--- config.mk ---
export PLATFORM = sky130hd
export DESIGN_NAME = alu_issue_stage
export DESIGN_NICKNAME = d
export VERILOG_FILES = /design/src/rtl/alu_issue_stage.sv
export SDC_FILE = /design/constraint.sdc
export NUM_CORES = 1
export LEC_CHECK = 0
export ABC_AREA = 1
export ABC_CLOCK_PERIOD_IN_PS = 2100
export BUFFER_PORTS_ARGS = -buffer_cell sky130_fd_sc_hd__buf_2
export CAP_MARGIN = 10
export CELL_PAD_IN_SITES_DETAIL_PLACEMENT = 0
export CELL_PAD_IN_SITES_GLOBAL_PLACEMENT = 2
export CORE_MARGIN = 2
export CORE_UTILIZATION = 25
export DETAILED_ROUTE_END_ITERATION = 10
export PLACE_DENSITY = 0.92
export RECOVER_POWER = 100
export SYNTH_ARGS = -nofsm -noshare
export SYNTH_HDL_FRONTEND = slang
export SYNTH_SLANG_ARGS = --single-unit
--- constraint.sdc ---
create_clock -name clk -period 2.1 [get_ports clk]
set_clock_uncertainty 0.2 [all_clocks]
set_input_delay 0.105 -clock clk [delete_from_list [all_inputs] [get_ports clk]]
set_output_delay 0.105 -clock clk [all_outputs]
set_load 0.05 [all_outputs]
--- src/rtl/alu_issue_stage.sv ---
// ID/EX issue stage: decodes RV32I instructions into the 3-bit ALU encoding, formats both
// operands and holds the result in a valid/ready pipeline register with stall and flush.
module alu_issue_stage #(
  parameter int unsigned WIDTH          = 32,
  parameter bit          ILLEGAL_AS_NOP = 1'b1
) (
  input  logic             clk,
  input  logic             rst_n,
  input  logic             in_valid,
  output logic             in_ready,
  input  logic [31:0]      instr,
  input  logic [WIDTH-1:0] pc,
  input  logic [WIDTH-1:0] rs1_data,
  input  logic [WIDTH-1:0] rs2_data,
  input  logic             flush,
  input  logic             out_ready,
  output logic             out_valid,
  output logic [2:0]       alu_ctrl_e,
  output logic             sral_e,
  output logic [WIDTH-1:0] src_a_e,
  output logic [WIDTH-1:0] src_b_e,
  output logic             is_branch_e,
  output logic             br_invert_e,
  output logic             illegal_e
);

  localparam logic [2:0] AluAdd  = 3'b000;
  localparam logic [2:0] AluSll  = 3'b001;
  localparam logic [2:0] AluAnd  = 3'b010;
  localparam logic [2:0] AluOr   = 3'b011;
  localparam logic [2:0] AluSltu = 3'b100;
  localparam logic [2:0] AluSlt  = 3'b101;
  localparam logic [2:0] AluXor  = 3'b110;
  localparam logic [2:0] AluSr   = 3'b111;

  localparam logic [6:0] OpcOp     = 7'b0110011;
  localparam logic [6:0] OpcOpImm  = 7'b0010011;
  localparam logic [6:0] OpcLoad   = 7'b0000011;
  localparam logic [6:0] OpcStore  = 7'b0100011;
  localparam logic [6:0] OpcLui    = 7'b0110111;
  localparam logic [6:0] OpcAuipc  = 7'b0010111;
  localparam logic [6:0] OpcJal    = 7'b1101111;
  localparam logic [6:0] OpcJalr   = 7'b1100111;
  localparam logic [6:0] OpcBranch = 7'b1100011;

  // funct3 of OP/OP-IMM to ALU code; the sral bit is resolved separately.
  function automatic logic [2:0] f3_to_ctrl(input logic [2:0] f3);
    logic [2:0] c;
    case (f3)
      3'b000:  c = AluAdd;
      3'b001:  c = AluSll;
      3'b010:  c = AluSlt;
      3'b011:  c = AluSltu;
      3'b100:  c = AluXor;
      3'b101:  c = AluSr;
      3'b110:  c = AluOr;
      default: c = AluAnd;
    endcase
    return c;
  endfunction

  logic [6:0]  opcode;
  logic [2:0]  funct3;
  logic [6:0]  funct7;
  logic [31:0] imm_i, imm_s, imm_u;

  assign opcode = instr[6:0];
  assign funct3 = instr[14:12];
  assign funct7 = instr[31:25];
  assign imm_i  = {{20{instr[31]}}, instr[31:20]};
  assign imm_s  = {{20{instr[31]}}, instr[31:25], instr[11:7]};
  assign imm_u  = {instr[31:12], 12'b0};

  logic [2:0]  dec_ctrl;
  logic        dec_sral, dec_br, dec_inv, dec_ill;
  logic [31:0] dec_a, dec_b;

  always_comb begin
    dec_ctrl = AluAdd;
    dec_sral = 1'b0;
    dec_a    = rs1_data;
    dec_b    = rs2_data;
    dec_br   = 1'b0;
    dec_inv  = 1'b0;
    dec_ill  = 1'b0;
    case (opcode)
      OpcOp: begin
        dec_ctrl = f3_to_ctrl(funct3);
        if (funct3 == 3'b000) dec_sral = funct7[5];
        if (funct3 == 3'b101) dec_sral = ~funct7[5];
        if (funct3 == 3'b001 || funct3 == 3'b101) dec_b = {27'b0, rs2_data[4:0]};
        if ((funct7 & 7'b1011111) != 7'b0) dec_ill = 1'b1;
        if (funct7[5] && funct3 != 3'b000 && funct3 != 3'b101) dec_ill = 1'b1;
      end
      OpcOpImm: begin
        dec_ctrl = f3_to_ctrl(funct3);
        dec_b    = imm_i;
        if (funct3 == 3'b001 || funct3 == 3'b101) dec_b = {27'b0, instr[24:20]};
        if (funct3 == 3'b101) dec_sral = ~funct7[5];
      end
      OpcLoad:  dec_b = imm_i;
      OpcStore: dec_b = imm_s;
      OpcLui: begin
        dec_a = 32'b0;
        dec_b = imm_u;
      end
      OpcAuipc: begin
        dec_a = pc;
        dec_b = imm_u;
      end
      OpcJal, OpcJalr: begin
        dec_a = pc;
        dec_b = 32'd4;
      end
      OpcBranch: begin
        dec_br = 1'b1;
        case (funct3)
          3'b000: dec_sral = 1'b1;
          3'b001: begin
            dec_sral = 1'b1;
            dec_inv  = 1'b1;
          end
          3'b100: begin
            dec_ctrl = AluSlt;
            dec_inv  = 1'b1;
          end
          3'b101: dec_ctrl = AluSlt;
          3'b110: begin
            dec_ctrl = AluSltu;
            dec_inv  = 1'b1;
          end
          3'b111: dec_ctrl = AluSltu;
          default: dec_ill = 1'b1;
        endcase
      end
      default: dec_ill = 1'b1;
    endcase
    // Illegal ops become ADD 0+0 with no branch side effects.
    if (dec_ill) begin
      dec_ctrl = AluAdd;
      dec_sral = 1'b0;
      dec_a    = 32'b0;
      dec_b    = 32'b0;
      dec_br   = 1'b0;
      dec_inv  = 1'b0;
    end
  end

  logic             valid_q, valid_d;
  logic [2:0]       ctrl_q, ctrl_d;
  logic             sral_q, sral_d;
  logic [WIDTH-1:0] a_q, a_d, b_q, b_d;
  logic             br_q, br_d, inv_q, inv_d, ill_q, ill_d;
  logic             accept;

  assign in_ready = ~valid_q | out_ready;
  assign accept   = in_valid & in_ready;

  always_comb begin
    valid_d = valid_q;
    ctrl_d  = ctrl_q;
    sral_d  = sral_q;
    a_d     = a_q;
    b_d     = b_q;
    br_d    = br_q;
    inv_d   = inv_q;
    // A dropped illegal op only reports itself for one cycle.
    ill_d   = ILLEGAL_AS_NOP ? ill_q : 1'b0;
    if (flush) begin
      valid_d = 1'b0;
    end else if (accept) begin
      valid_d = ILLEGAL_AS_NOP | ~dec_ill;
      ctrl_d  = dec_ctrl;
      sral_d  = dec_sral;
      a_d     = dec_a;
      b_d     = dec_b;
      br_d    = dec_br;
      inv_d   = dec_inv;
      ill_d   = dec_ill;
    end else if (out_ready && valid_q) begin
      valid_d = 1'b0;
    end
  end

  always_ff @(posedge clk or negedge rst_n) begin
    if (!rst_n) begin
      valid_q <= 1'b0;
      ctrl_q  <= 3'b0;
      sral_q  <= 1'b0;
      a_q     <= '0;
      b_q     <= '0;
      br_q    <= 1'b0;
      inv_q   <= 1'b0;
      ill_q   <= 1'b0;
    end else begin
      valid_q <= valid_d;
      ctrl_q  <= ctrl_d;
      sral_q  <= sral_d;
      a_q     <= a_d;
      b_q     <= b_d;
      br_q    <= br_d;
      inv_q   <= inv_d;
      ill_q   <= ill_d;
    end
  end

  assign out_valid   = valid_q;
  assign alu_ctrl_e  = ctrl_q;
  assign sral_e      = sral_q;
  assign src_a_e     = a_q;
  assign src_b_e     = b_q;
  assign is_branch_e = br_q;
  assign br_invert_e = inv_q;
  assign illegal_e   = ill_q;

endmodule

==> results of run 1 <==
-- what timing repair did --
item,CTS,global route
resized for setup,0,2
hold endpoints to repair,138,0
hold buffers,116,0
endpoints found under the setup margin,0,6
-- cell type report --
class | count | share of cell area
Multi-Input combinational cell | 502 | 0.300
Inverter | 37 | 0.0205
Clock inverter | 4 | 0.00665
Timing Repair Buffer | 335 | 0.330
Clock buffer | 11 | 0.0359
Tap cell | 220 | 0.0407
Sequential cell | 72 | 0.266
-- through the flow --
| stage | hold slack (ns) | power [uW] | utilization | instances | instance area (um^2) |
|---|---|---|---|---|---|
| final | 0.0233 | 3810 | 0.413 | 1181 | 6770 |
| after global routing | 0.0730 | 4010 | 0.413 | 1181 | 6770 |
| after CTS | 0.0117 | 3890 | 0.421 | 1181 | 6900 |
| after detailed placement | -0.109 | 2150 | 0.332 | 1050 | 5450 |
| after global placement | -0.105 | 2150 | 0.332 | 1050 | 5450 |
| after floorplan | -0.391 | 1860 | - | 637 | 4150 |
-- kinds of logic after synthesis --
group                  share of synthesized area
AND/OR/NAND/NOR                            0.478
flip-flops                                 0.434
buffers and inverters                     0.0768
AO/OA/AOI/OAI                             0.0117
-- cell usage in the layout (no fill, tap or decap) --
| cell type | Yosys | final |
|---|---|---|
| a21oi_1 | 1 | 1 |
| buf_12 | 1 | 3 |
| buf_2 | 5 | 130 |
| buf_4 | 0 | 7 |
| bufinv_16 | 0 | 1 |
| clkbuf_1 | 12 | 76 |
| clkbuf_16 | 0 | 9 |
| clkbuf_2 | 0 | 1 |
| clkbuf_4 | 0 | 3 |
| clkbuf_8 | 0 | 1 |
| clkinv_1 | 1 | 1 |
| clkinv_2 | 0 | 3 |
| dfrtp_1 | 72 | 72 |
| dlygate4sd3_1 | 0 | 116 |
| inv_1 | 33 | 32 |
| inv_2 | 3 | 4 |
| nand2_1 | 366 | 366 |
| nand2_2 | 11 | 11 |
| nand3_1 | 35 | 35 |
| nand3_2 | 4 | 4 |
| nand4_1 | 6 | 6 |
| nor2_1 | 65 | 66 |
| nor2_2 | 2 | 2 |
| nor2_4 | 2 | 1 |
| nor3_1 | 2 | 2 |
| o21ai_0 | 6 | 5 |
| o21ai_2 | 1 | 3 |
-- power groups by stage --
stage	logic (uW)	clock network, uW	registers, uW
2_1_floorplan	200	0	1660
3_3_place_gp	662	0	1490
3_5_place_dp	661	0	1480
4_1_cts	848	1590	1460
5_1_grt	902	1640	1470
6_report	824	1520	1460
-- sequential cells by signal (all words and copies together), names as in the netlist --
name	count
illegal_e	1
br_invert_e	1
alu_ctrl_e	3
sral_e	1
src_a_e	32
is_branch_e	1
out_valid	1
src_b_e	32
-- worst reg2reg max path, stage by stage (launching register included) --
cell and delay (ns):
dfrtp_1 0.34, inv_1 0.04, nor2_1 0.10, inv_2 0.06
nand2_1 0.18, clkbuf_1 0.60, nand2_1 0.09, o21ai_0 0.11
-- final timing paths --
check	start	endpoint	depth (start not counted)
setup / recovery	instr[4]	src_b_e[17]	13
hold / removal	instr[23]	src_b_e[23]	7
setup reg to reg	out_valid	is_branch_e	7
hold reg to reg	src_a_e[0]	src_a_e[0]	2
max in group asynchronous	rst_n	src_b_e[23]	3
min in group asynchronous	rst_n	src_a_e[28]	2
-- metal layers --
metal	up-vias	global-route usage	share of wire
met5	-	0	0.00082
met4	2	0.0556	0.020
met3	23	0.0602	0.074
met2	166	0.318	0.46
met1	2265	0.216	0.44
li1	2573	-	-
==> impl_results.md, run 1 <==
* Run status: finished clean
* P_int at 2720 uW
* Startpoint types: input port
* Worst path arrival time at 2.00 ns
* Required time of the critical path at between 2 and 2.5 ns
* DIE AREA at roughly 18,000 um^2
* Synth area leader: dfrtp_1
* Hold Fails Final Rpt at 0
* Sequential area share after synthesis at 0.434
* Htree depth at 3
* Number of synthesized flops with an enable pin at 0
* Postcts setup bufs at 0
* Iteration count of the initial detailed-routing pass at 4
* Syn nets at 770
* Clock buffer depth at 2
* Worst setup EP type: register
* Worst path bufs/invs at 5
* TritonCTS clock tree: done
* Area occupied by multi-input gates at 2030 um^2
* Initial Utilization at 0.253
* Vias per Instance at between 4 and 5
* Storage cell area at 1800 um^2
* DR vias at 5,029
* Post-synth top cells: nand2_1 (366), dfrtp_1 (72), nor2_1 (65)
* Delay-heaviest family, CP: buffers and inverters
* Mapped Avg Cell Area at around 6.5 um^2
* Clock transition at path regs at 0.06 ns
* Synth-to-Final Area Change at 63.0%
* Sw Pwr at about 1100 uW
* CTS root buf: clkbuf_16
* Final antenna-violating net count at 0
* Gate power share at 0.217
* Max-cap violations at 0
* Async SR Flop Fraction at 1.00
* Worst path cell trace: buf_2 -> inv_2 -> nand3_2 -> inv_1 -> nand2_1 -> nand3_2 -> o21ai_2 -> buf_12 -> nand2_1 -> nand2_1 -> dlygate4sd3_1 -> nand2_1 -> nand2_1
* Initial antenna violation count at 1
* Fin crit share at 0.916
* Leakage at 0.00381 uW
* Final Setup Violations at 0
* Crit Path Max Fanout at 27
* # IOs at slightly above 200
* # nets final at 1,090
* Clock Latency Late Sink at around 0.33 ns
* Antenna Cells at 0
* Reg power frac at 0.384
* Total wire length at around 16,000 um
* Post-Syn Instances at around 640
* Power share of the clock group at 0.399
* Vias in the first global route at approximately 5,200
* Max-slew violation count at 0
* Synthesized cell area at roughly 4200 um^2
* First-pass GRT wire length at about 26,000 um
* Worst min path class: input port to register
* Share of the synthesized area in the top cell type at 0.434
* Row cnt at 47
* Most frequent CP cell: nand2_1
* Slowest stage delay, CP at approximately 0.56 ns
* Number of buffers added on ports at approximately 210
* Fin Setup TNS at 0 ns
* Clock buffer count from CTS at 9
* Relative slew margins at 0.432
* # DRC at 0
* Cell Pwr Density at between 500 and 600 nW/um^2
* Core Region at between 15,000 and 20,000 um^2
* Die W at between 100 and 150 um
* Sw Share at 0.285
* Synth Register Bits at 72
* Achievable Freq at 0.520 GHz
* Unrepaired setup endpoints after global routing: false
* Top-count cell post-synth: nand2_1
* Final Wtd Congestion at approximately 0.82
* Worst VDD drop at 0.375 mV
* WL/cell at 13.5 um
* Reg2reg setup slack at 0.29 ns
* CP Class: input port to register
* Min cycle time layout at slightly below 2 ns
* GRT Util Overall at 0.184
* Largest net degree at the start of global routing at between 40 and 50
* Fill cell count at ~1,800
* Top FF cell, synth: dfrtp_1
* Final HPWL DP at between 10,000 and 15,000 um
* Synth top area cells: dfrtp_1 (43%), nand2_1 (33%), nor2_1 (5.9%)
* Pre-CTS WS at around 0.32 ns
* PnR worst setup slack at around 0.18 ns
* Worst Max-Slew Pin Slew at ~0.85 ns
* Post-synth cell types at 21
* Yosys warns at 0
* Layout cell share with drive strength beyond 1 at 0.190
* Die Height at 133 um
* Initial DRC Count at approximately 150
* Worst-path cell with the longest stage delay: dlygate4sd3_1
* Grt total ovfl at 0
* Clk sinks at 72
Power figures use the tool's default switching activity.
==> inputs of run 2 (changes only) <==
--- a/config.mk
+++ b/config.mk
@@ -6,15 +6,15 @@
 export NUM_CORES = 1
 export LEC_CHECK = 0
 export ABC_AREA = 1
-export ABC_CLOCK_PERIOD_IN_PS = 2100
 export BUFFER_PORTS_ARGS = -buffer_cell sky130_fd_sc_hd__buf_2
 export CAP_MARGIN = 10
 export CELL_PAD_IN_SITES_DETAIL_PLACEMENT = 0
 export CELL_PAD_IN_SITES_GLOBAL_PLACEMENT = 2
 export CORE_MARGIN = 2
 export CORE_UTILIZATION = 25
+export CTS_CLUSTER_SIZE = 8
 export DETAILED_ROUTE_END_ITERATION = 10
-export PLACE_DENSITY = 0.92
+export PLACE_DENSITY = 0.91
 export RECOVER_POWER = 100
 export SYNTH_ARGS = -nofsm -noshare
 export SYNTH_HDL_FRONTEND = slang
==> impl_results.md, run 2 (synthesized netlist as in run 1, its figures left out) <==
* Vias per Instance at 4.22 (was 4.26)
* Worst reg2reg path depth at 8 (was 7)
* Run status: finished clean (unchanged)
* Final Setup Violations at 0 (unchanged)
* First-pass GRT wire length at 24,900 um (was 25,800 um)
* DIE AREA at 17,700 um^2 (unchanged)
* Reg power frac at 0.355 (was 0.384)
* Hold_sp: instr[26] (was instr[23])
* Fill cell count at 1,779 (was 1,750)
* Reg2reg setup slack at 0.25 ns (was 0.29 ns)
* Critical Path Start: instr[4] (unchanged)
* Initial Utilization at 0.253 (unchanged)
* Cell Pwr Density at 597 nW/um^2 (was 562 nW/um^2)
* # IOs at 206 (unchanged)
* Max-slew violation count at 0 (unchanged)
* Number of buffers added on ports at 205 (unchanged)
* CTS root buf: clkbuf_16 (unchanged)
* Initial DRC Count at 187 (was 145)
* Hold Crit Depth at 7 (unchanged)
* Grt total ovfl at 0 (unchanged)
* Startpoint types: input port (unchanged)
* Worst path cell trace: buf_2 -> inv_1 -> nor2_1 -> nand3_1 -> nand3_2 -> o21ai_2 -> buf_12 -> nand2_1 -> nand2_1 -> dlygate4sd3_1 -> nand2_1 -> nand2_1 (was buf_2 -> inv_2 -> nand3_2 -> inv_1 -> nand2_1 -> nand3_2 -> o21ai_2 -> buf_12 -> nand2_1 -> nand2_1 -> dlygate4sd3_1 -> nand2_1 -> nand2_1)
* Clock Latency Late Sink at 0.34 ns (was 0.33 ns)
* Most frequent CP cell: nand2_1 (unchanged)
* Most common cell after layout, fill and taps aside: nand2_1 (unchanged)
* Fin crit share at 0.906 (was 0.916)
* Clock buffer depth at 2 (unchanged)
* Final Wtd Congestion at 0.768 (was 0.823)
* Pre-CTS WS at 0.294 ns (was 0.317 ns)
* Most frequent cells in the layout: nand2_1 (365), buf_2 (129), dlygate4sd3_1 (119) (was nand2_1 (366), buf_2 (130), dlygate4sd3_1 (116))
* # nets final at 1,097 (was 1,090)
* Hold Fails Final Rpt at 0 (unchanged)
* Worst R2R Start: out_valid (unchanged)
* Clk sinks at 72 (unchanged)
* Leakage at 0.00386 uW (was 0.00381 uW)
* FF-to-FF End: src_b_e[31] (was is_branch_e)
* # DRC at 0 (unchanged)
* Worst path arrival time at 1.93 ns (was 2.00 ns)
* Initial antenna violation count at 4 (was 1)
* Iteration count of the initial detailed-routing pass at 4 (unchanged)
* Gate power share at 0.201 (was 0.217)
* Worst-path cell with the longest stage delay: dlygate4sd3_1 (unchanged)
* Worst path bufs/invs at 4 (was 5)
* Row cnt at 47 (unchanged)
* Htree depth at 3 (unchanged)
* Largest net degree at the start of global routing at 37 (was 46)
* Clock buffer count from CTS at 9 (unchanged)
* Relative slew margins at 0.423 (was 0.432)
* Synth-to-Final Area Change at 66.0% (was 63.0%)
* Core Region at 16,400 um^2 (unchanged)
* Sw Share at 0.275 (was 0.285)
* Unrepaired setup endpoints after global routing: false (unchanged)
* Placement Cell Area at 5470 um^2 (was 5450 um^2)
* Worst VDD drop at 0.367 mV (was 0.375 mV)
* Delay-heaviest family, CP: buffers and inverters (unchanged)
* DR vias at 5,028 (was 5,029)
* Achievable Freq at 0.526 GHz (was 0.520 GHz)
* Vias in the first global route at 4,957 (was 5,239)
* WHS Endpoint: src_b_e[26] (was src_b_e[23])
* Die W at 133 um (unchanged)
* Layout cell share with drive strength beyond 1 at 0.192 (was 0.190)
* Max-cap violations at 0 (unchanged)
* Fin Setup TNS at 0 ns (unchanged)
* Clock transition at path regs at 0.06 ns (about the same)
* Slowest stage delay, CP at 0.56 ns (about the same)
* Sw Pwr at 1130 uW (was 1090 uW)
* TritonCTS clock tree: done (unchanged)
* Final antenna-violating net count at 0 (unchanged)
* Total wire length at 15,800 um (was 15,900 um)
* Min cycle time layout at 1.90 ns (was 1.92 ns)
* Final HPWL DP at 11,300 um (was 11,100 um)
* WL/cell at 13.2 um (was 13.5 um)
* P_int at 2990 uW (was 2720 uW)
* GRT Util Overall at 0.179 (was 0.184)
* Worst min path class: input port to register (unchanged)
* Non-Filler Cell Area, Final at 6890 um^2 (was 6770 um^2)
* Power share of the clock group at 0.444 (was 0.399)
* Crit Path Max Fanout at 27 (unchanged)
* Worst setup EP type: register (unchanged)
* CP Class: input port to register (unchanged)
* Die Height at 133 um (unchanged)
* Postcts setup bufs at 0 (unchanged)
* Required time of the critical path at 2.13 ns (was 2.18 ns)
* PnR worst setup slack at 0.198 ns (was 0.176 ns)
* Worst Max-Slew Pin Slew at 0.865 ns (was 0.852 ns)
## run 2: changes by cell type in the layout (fill, tap and decap cells not counted), moves of 2 or more
cell / before / now
clkbuf_4: 3 / 0
diode_2: 0 / 2
bufinv_16: 1 / 3
clkbuf_2: 1 / 3
dlygate4sd3_1: 116 / 119
buf_4: 7 / 11
inv_2: 4 / 2
inv_1: 32 / 34
clkinv_2: 3 / 0
## run 2: worst min-delay path: cells and delay by family
kind	cells	cell delay, ns
simple gates	5	0.28
buf+inv	2	0.15
## run 2: how the worst max path moves through the flow
stage | end | slack, ns | depth (start not counted)
after floorplan | src_a_e[16] | 0.15 | 9
after global placement | src_b_e[7] | 0.28 | 8
after detailed placement | src_b_e[9] | 0.29 | 8
after CTS | src_b_e[9] | 0.11 | 9
after global routing | src_b_e[10] | 0.04 | 13
final | src_b_e[10] | 0.20 | 12
## run 2: what timing repair did
item,4_1_cts,5_1_grt
hold endpoints to repair,140,0
endpoints found under the setup margin,0,6
resized for setup,0,2
hold buffers,119,0
## run 2: power by group through the flow
stage,clock (uW),sequential [uW],combinational [uW]
after floorplan,0,1660,200
after global placement,0,1490,662
after detailed placement,0,1490,664
after CTS,1890,1460,855
after global routing,1930,1470,904
final,1830,1460,827
## run 2: layer usage
metal	GRT usage	vias to the layer above	wire, um	part of all wire
met5	0	-	11	0.00070
met4	0.0520	2	261	0.017
met3	0.0479	17	1000	0.064
met2	0.305	176	7410	0.47
met1	0.222	2253	7060	0.45
li1	-	2580	-	-
## run 2: through the flow
step | hold WS [ns] | power (uW) | util | std cells
CTS | 0.0199 | 4200 | 0.428 | 1189
global placement | -0.201 | 2150 | 0.333 | 1054
floorplan | -0.391 | 1860 | - | 637
global route | 0.0471 | 4310 | 0.420 | 1191
finish | 0.0378 | 4120 | 0.420 | 1191
detailed placement | -0.197 | 2150 | 0.333 | 1054
## run 2: area by class of cell
class,instances,area [um^2],share of cell area
Antenna cell,2,5.00,0.000726
Clock buffer,10,239,0.0347
Clock inverter,6,115,0.0167
Inverter,37,139,0.0201
Multi-Input combinational cell,502,2040,0.295
Sequential cell,72,1800,0.261
Tap cell,220,275,0.0399
Timing Repair Buffer,342,2280,0.331
==> inputs of run 3 (changes only) <==
==> constraint.sdc (replaced) <==
create_clock -name clk -period 2.1 [get_ports clk]
set_clock_uncertainty 0.2 [all_clocks]
set_input_delay 0 -clock clk [delete_from_list [all_inputs] [get_ports clk]]
set_output_delay 0 -clock clk [all_outputs]
set_load 0.05 [all_outputs]
==> impl_results.md, run 3 (synthesized netlist as in run 1, its figures left out) <==
* DR vias at 5,118 (was 5,028)
* Achievable Freq at 0.517 GHz (was 0.526 GHz)
* Die Height at 133 um (unchanged)
* # IOs at 206 (unchanged)
* Clock buffer depth at 2 (unchanged)
* Reg2reg setup slack at 0.19 ns (was 0.25 ns)
* Required time of the critical path at 2.12 ns (was 2.13 ns)
* Failing checks: hold timing
* DIE AREA at 17,700 um^2 (unchanged)
* First-pass GRT wire length at 26,100 um (was 24,900 um)
* Grt total ovfl at 0 (unchanged)
* Worst path arrival time at 1.95 ns (was 1.93 ns)
* WL/cell at 13.2 um (about the same)
* Sw Share at 0.290 (was 0.275)
* Clock transition at path regs at 0.06 ns (about the same)
* Relative slew margins at 0.356 (was 0.423)
* Hold Crit Depth at 6 (was 7)
* Min cycle time layout at 1.94 ns (was 1.90 ns)
* # nets final at 1,112 (was 1,097)
* Hold Fails Final Rpt at 5 (was 0)
* Clock buffer count from CTS at 9 (unchanged)
* Initial DRC Count at 181 (was 187)
* Worst Max-Slew Pin Slew at 0.966 ns (was 0.865 ns)
* Row cnt at 47 (unchanged)
* Fin Setup TNS at 0 ns (unchanged)
* Iteration count of the initial detailed-routing pass at 5 (was 4)
* Sw Pwr at 1090 uW (was 1130 uW)
* Worst-path cell with the longest stage delay: dlygate4sd3_1 (unchanged)
* Most frequent cells in the layout: nand2_1 (373), dlygate4sd3_1 (138), buf_2 (131) (was nand2_1 (365), buf_2 (129), dlygate4sd3_1 (119))
* Power share of the clock group at 0.381 (was 0.444)
* Delay-heaviest family, CP: buffers and inverters (unchanged)
* Core Region at 16,400 um^2 (unchanged)
* Final Setup Violations at 0 (unchanged)
* Cell Pwr Density at 538 nW/um^2 (was 597 nW/um^2)
* Worst min path class: input port to register (unchanged)
* Total Power at 3760 uW (was 4120 uW)
* Leakage at 0.00390 uW (was 0.00386 uW)
* Worst R2R Start: out_valid (unchanged)
* Worst reg2reg path depth at 8 (unchanged)
* Worst setup EP type: register (unchanged)
* Slowest stage delay, CP at 0.62 ns (was 0.56 ns)
* Hold_ws at -0.0119 ns (was 0.0378 ns)
* Total wire length at 15,900 um (was 15,800 um)
* Number of buffers added on ports at 205 (unchanged)
* TritonCTS clock tree: done (unchanged)
* Area occupied by multi-input gates at 2020 um^2 (was 2040 um^2)
* Max-cap violations at 0 (unchanged)
* Hold_sp: in_valid (was instr[26])
* Clk sinks at 72 (unchanged)
* Fill cell count at 1,735 (was 1,779)
* Gate power share at 0.229 (was 0.201)
* Run status: finished, violations left (was finished clean)
* Unrepaired setup endpoints after global routing: false (unchanged)
* Placed insts at 1,049 (was 1,054)
* Fin crit share at 0.922 (was 0.906)
* WHS Endpoint: src_a_e[31] (was src_b_e[26])
* Worst path cell trace: buf_2 -> inv_2 -> nand3_1 -> dlygate4sd3_1 -> nor2_4 -> nand2_1 -> nand2_1 -> o21ai_0 -> dlygate4sd3_1 (was buf_2 -> inv_1 -> nor2_1 -> nand3_1 -> nand3_2 -> o21ai_2 -> buf_12 -> nand2_1 -> nand2_1 -> dlygate4sd3_1 -> nand2_1 -> nand2_1)
* CP Class: input port to register (unchanged)
* Vias per Instance at 4.24 (was 4.22)
* P_int at 2670 uW (was 2990 uW)
* Final antenna-violating net count at 0 (unchanged)
* # DRC at 0 (unchanged)
* Clock Latency Late Sink at 0.33 ns (was 0.34 ns)
* Most common cell after layout, fill and taps aside: nand2_1 (unchanged)
* CTS root buf: clkbuf_16 (unchanged)
* Crit Path Max Fanout at 7 (was 27)
* Largest net degree at the start of global routing at 49 (was 37)
* Startpoint types: input port (unchanged)
* Max-slew violation count at 0 (unchanged)
* FF-to-FF End: is_branch_e (was src_b_e[31])
* Htree depth at 3 (unchanged)
* Worst path bufs/invs at 4 (unchanged)
* Storage cell area at 1800 um^2 (unchanged)
* Final HPWL DP at 11,000 um (was 11,300 um)
* Final Wtd Congestion at 0.773 (was 0.768)
* Worst VDD drop at 0.350 mV (was 0.367 mV)
* Die W at 133 um (unchanged)
* Reg power frac at 0.389 (was 0.355)
* Final non-filler cell total at 1,206 (was 1,191)
* Postcts setup bufs at 0 (unchanged)
* Synth-to-Final Area Change at 68.1% (was 66.0%)
* Initial antenna violation count at 4 (unchanged)
* Layout cell share with drive strength beyond 1 at 0.179 (was 0.192)
* Initial Utilization at 0.253 (unchanged)
* GRT Util Overall at 0.185 (was 0.179)
* Vias in the first global route at 5,246 (was 4,957)
## run 3: changes by cell type in the layout (fill, tap and decap cells not counted), sizes merged
cell,before,now
bufinv,3,0
buf,143,144
inv,37,36
clkinv,2,3
dlymetal6s4s,0,1
dlygate4sd3,119,138
diode,2,3
clkbuf,90,86
## run 3: through the flow
stage / hold slack, ns / worst slack (ns) / cell area (um^2) / util
6_report: -0.0119 / 0.164 / 6980 / 0.426
5_1_grt: 0.0237 / 0.0242 / 6980 / 0.426
4_1_cts: 0.000964 / 0.0500 / 7100 / 0.433
3_5_place_dp: -0.203 / 0.251 / 5430 / 0.331
3_3_place_gp: -0.197 / 0.245 / 5430 / 0.331
2_1_floorplan: -0.496 / 0.154 / 4150 / -
## run 3: what timing repair did
item | 4_1_cts | 5_1_grt
setup endpoints to repair | 0 | 33
hold buffers | 139 | 1
gates resized for setup | 0 | 5
hold endpoints to repair | 143 | 2
## run 3: how the worst max path moves through the flow
stage | from | endpoint | slack [ns] | cells after the start
floorplan | out_valid | src_a_e[16] | 0.15 | 9
global placement | instr[3] | src_b_e[26] | 0.25 | 11
detailed placement | instr[3] | src_b_e[26] | 0.25 | 11
CTS | rst_n | src_a_e[27] | 0.05 | 4
global route | instr[4] | src_b_e[23] | 0.02 | 13
finish | instr[4] | is_branch_e | 0.16 | 9
## run 3: routing by layer
layer,vias up,track usage,routed length (um)
li1,2615,-,-
met5,-,0,27
met3,23,0.0521,992
met4,4,0.0568,238
met2,162,0.315,7470
met1,2314,0.227,7180
## run 3: power by group through the flow
stage	registers [uW]	logic, uW	clock network (uW)
2_1_floorplan	1660	200	0
3_3_place_gp	1490	663	0
3_5_place_dp	1480	660	0
4_1_cts	1460	880	1480
5_1_grt	1470	949	1540
6_report	1460	863	1430
## run 3: worst min-delay path: stages
cell and delay [ns]:
buf_2 0.09, inv_1 0.06, nor2_1 0.06, nand2_4 0.16
nand2_1 0.07, nand2_1 0.05
## run 3: layout make-up
| class | count | area share |
|---|---|---|
| Clock buffer | 12 | 0.0367 |
| Sequential cell | 72 | 0.258 |
| Inverter | 37 | 0.0199 |
| Timing Repair Buffer | 357 | 0.353 |
| Antenna cell | 3 | 0.00107 |
| Clock inverter | 3 | 0.00251 |
| Tap cell | 220 | 0.0394 |
| Multi-Input combinational cell | 502 | 0.289 |
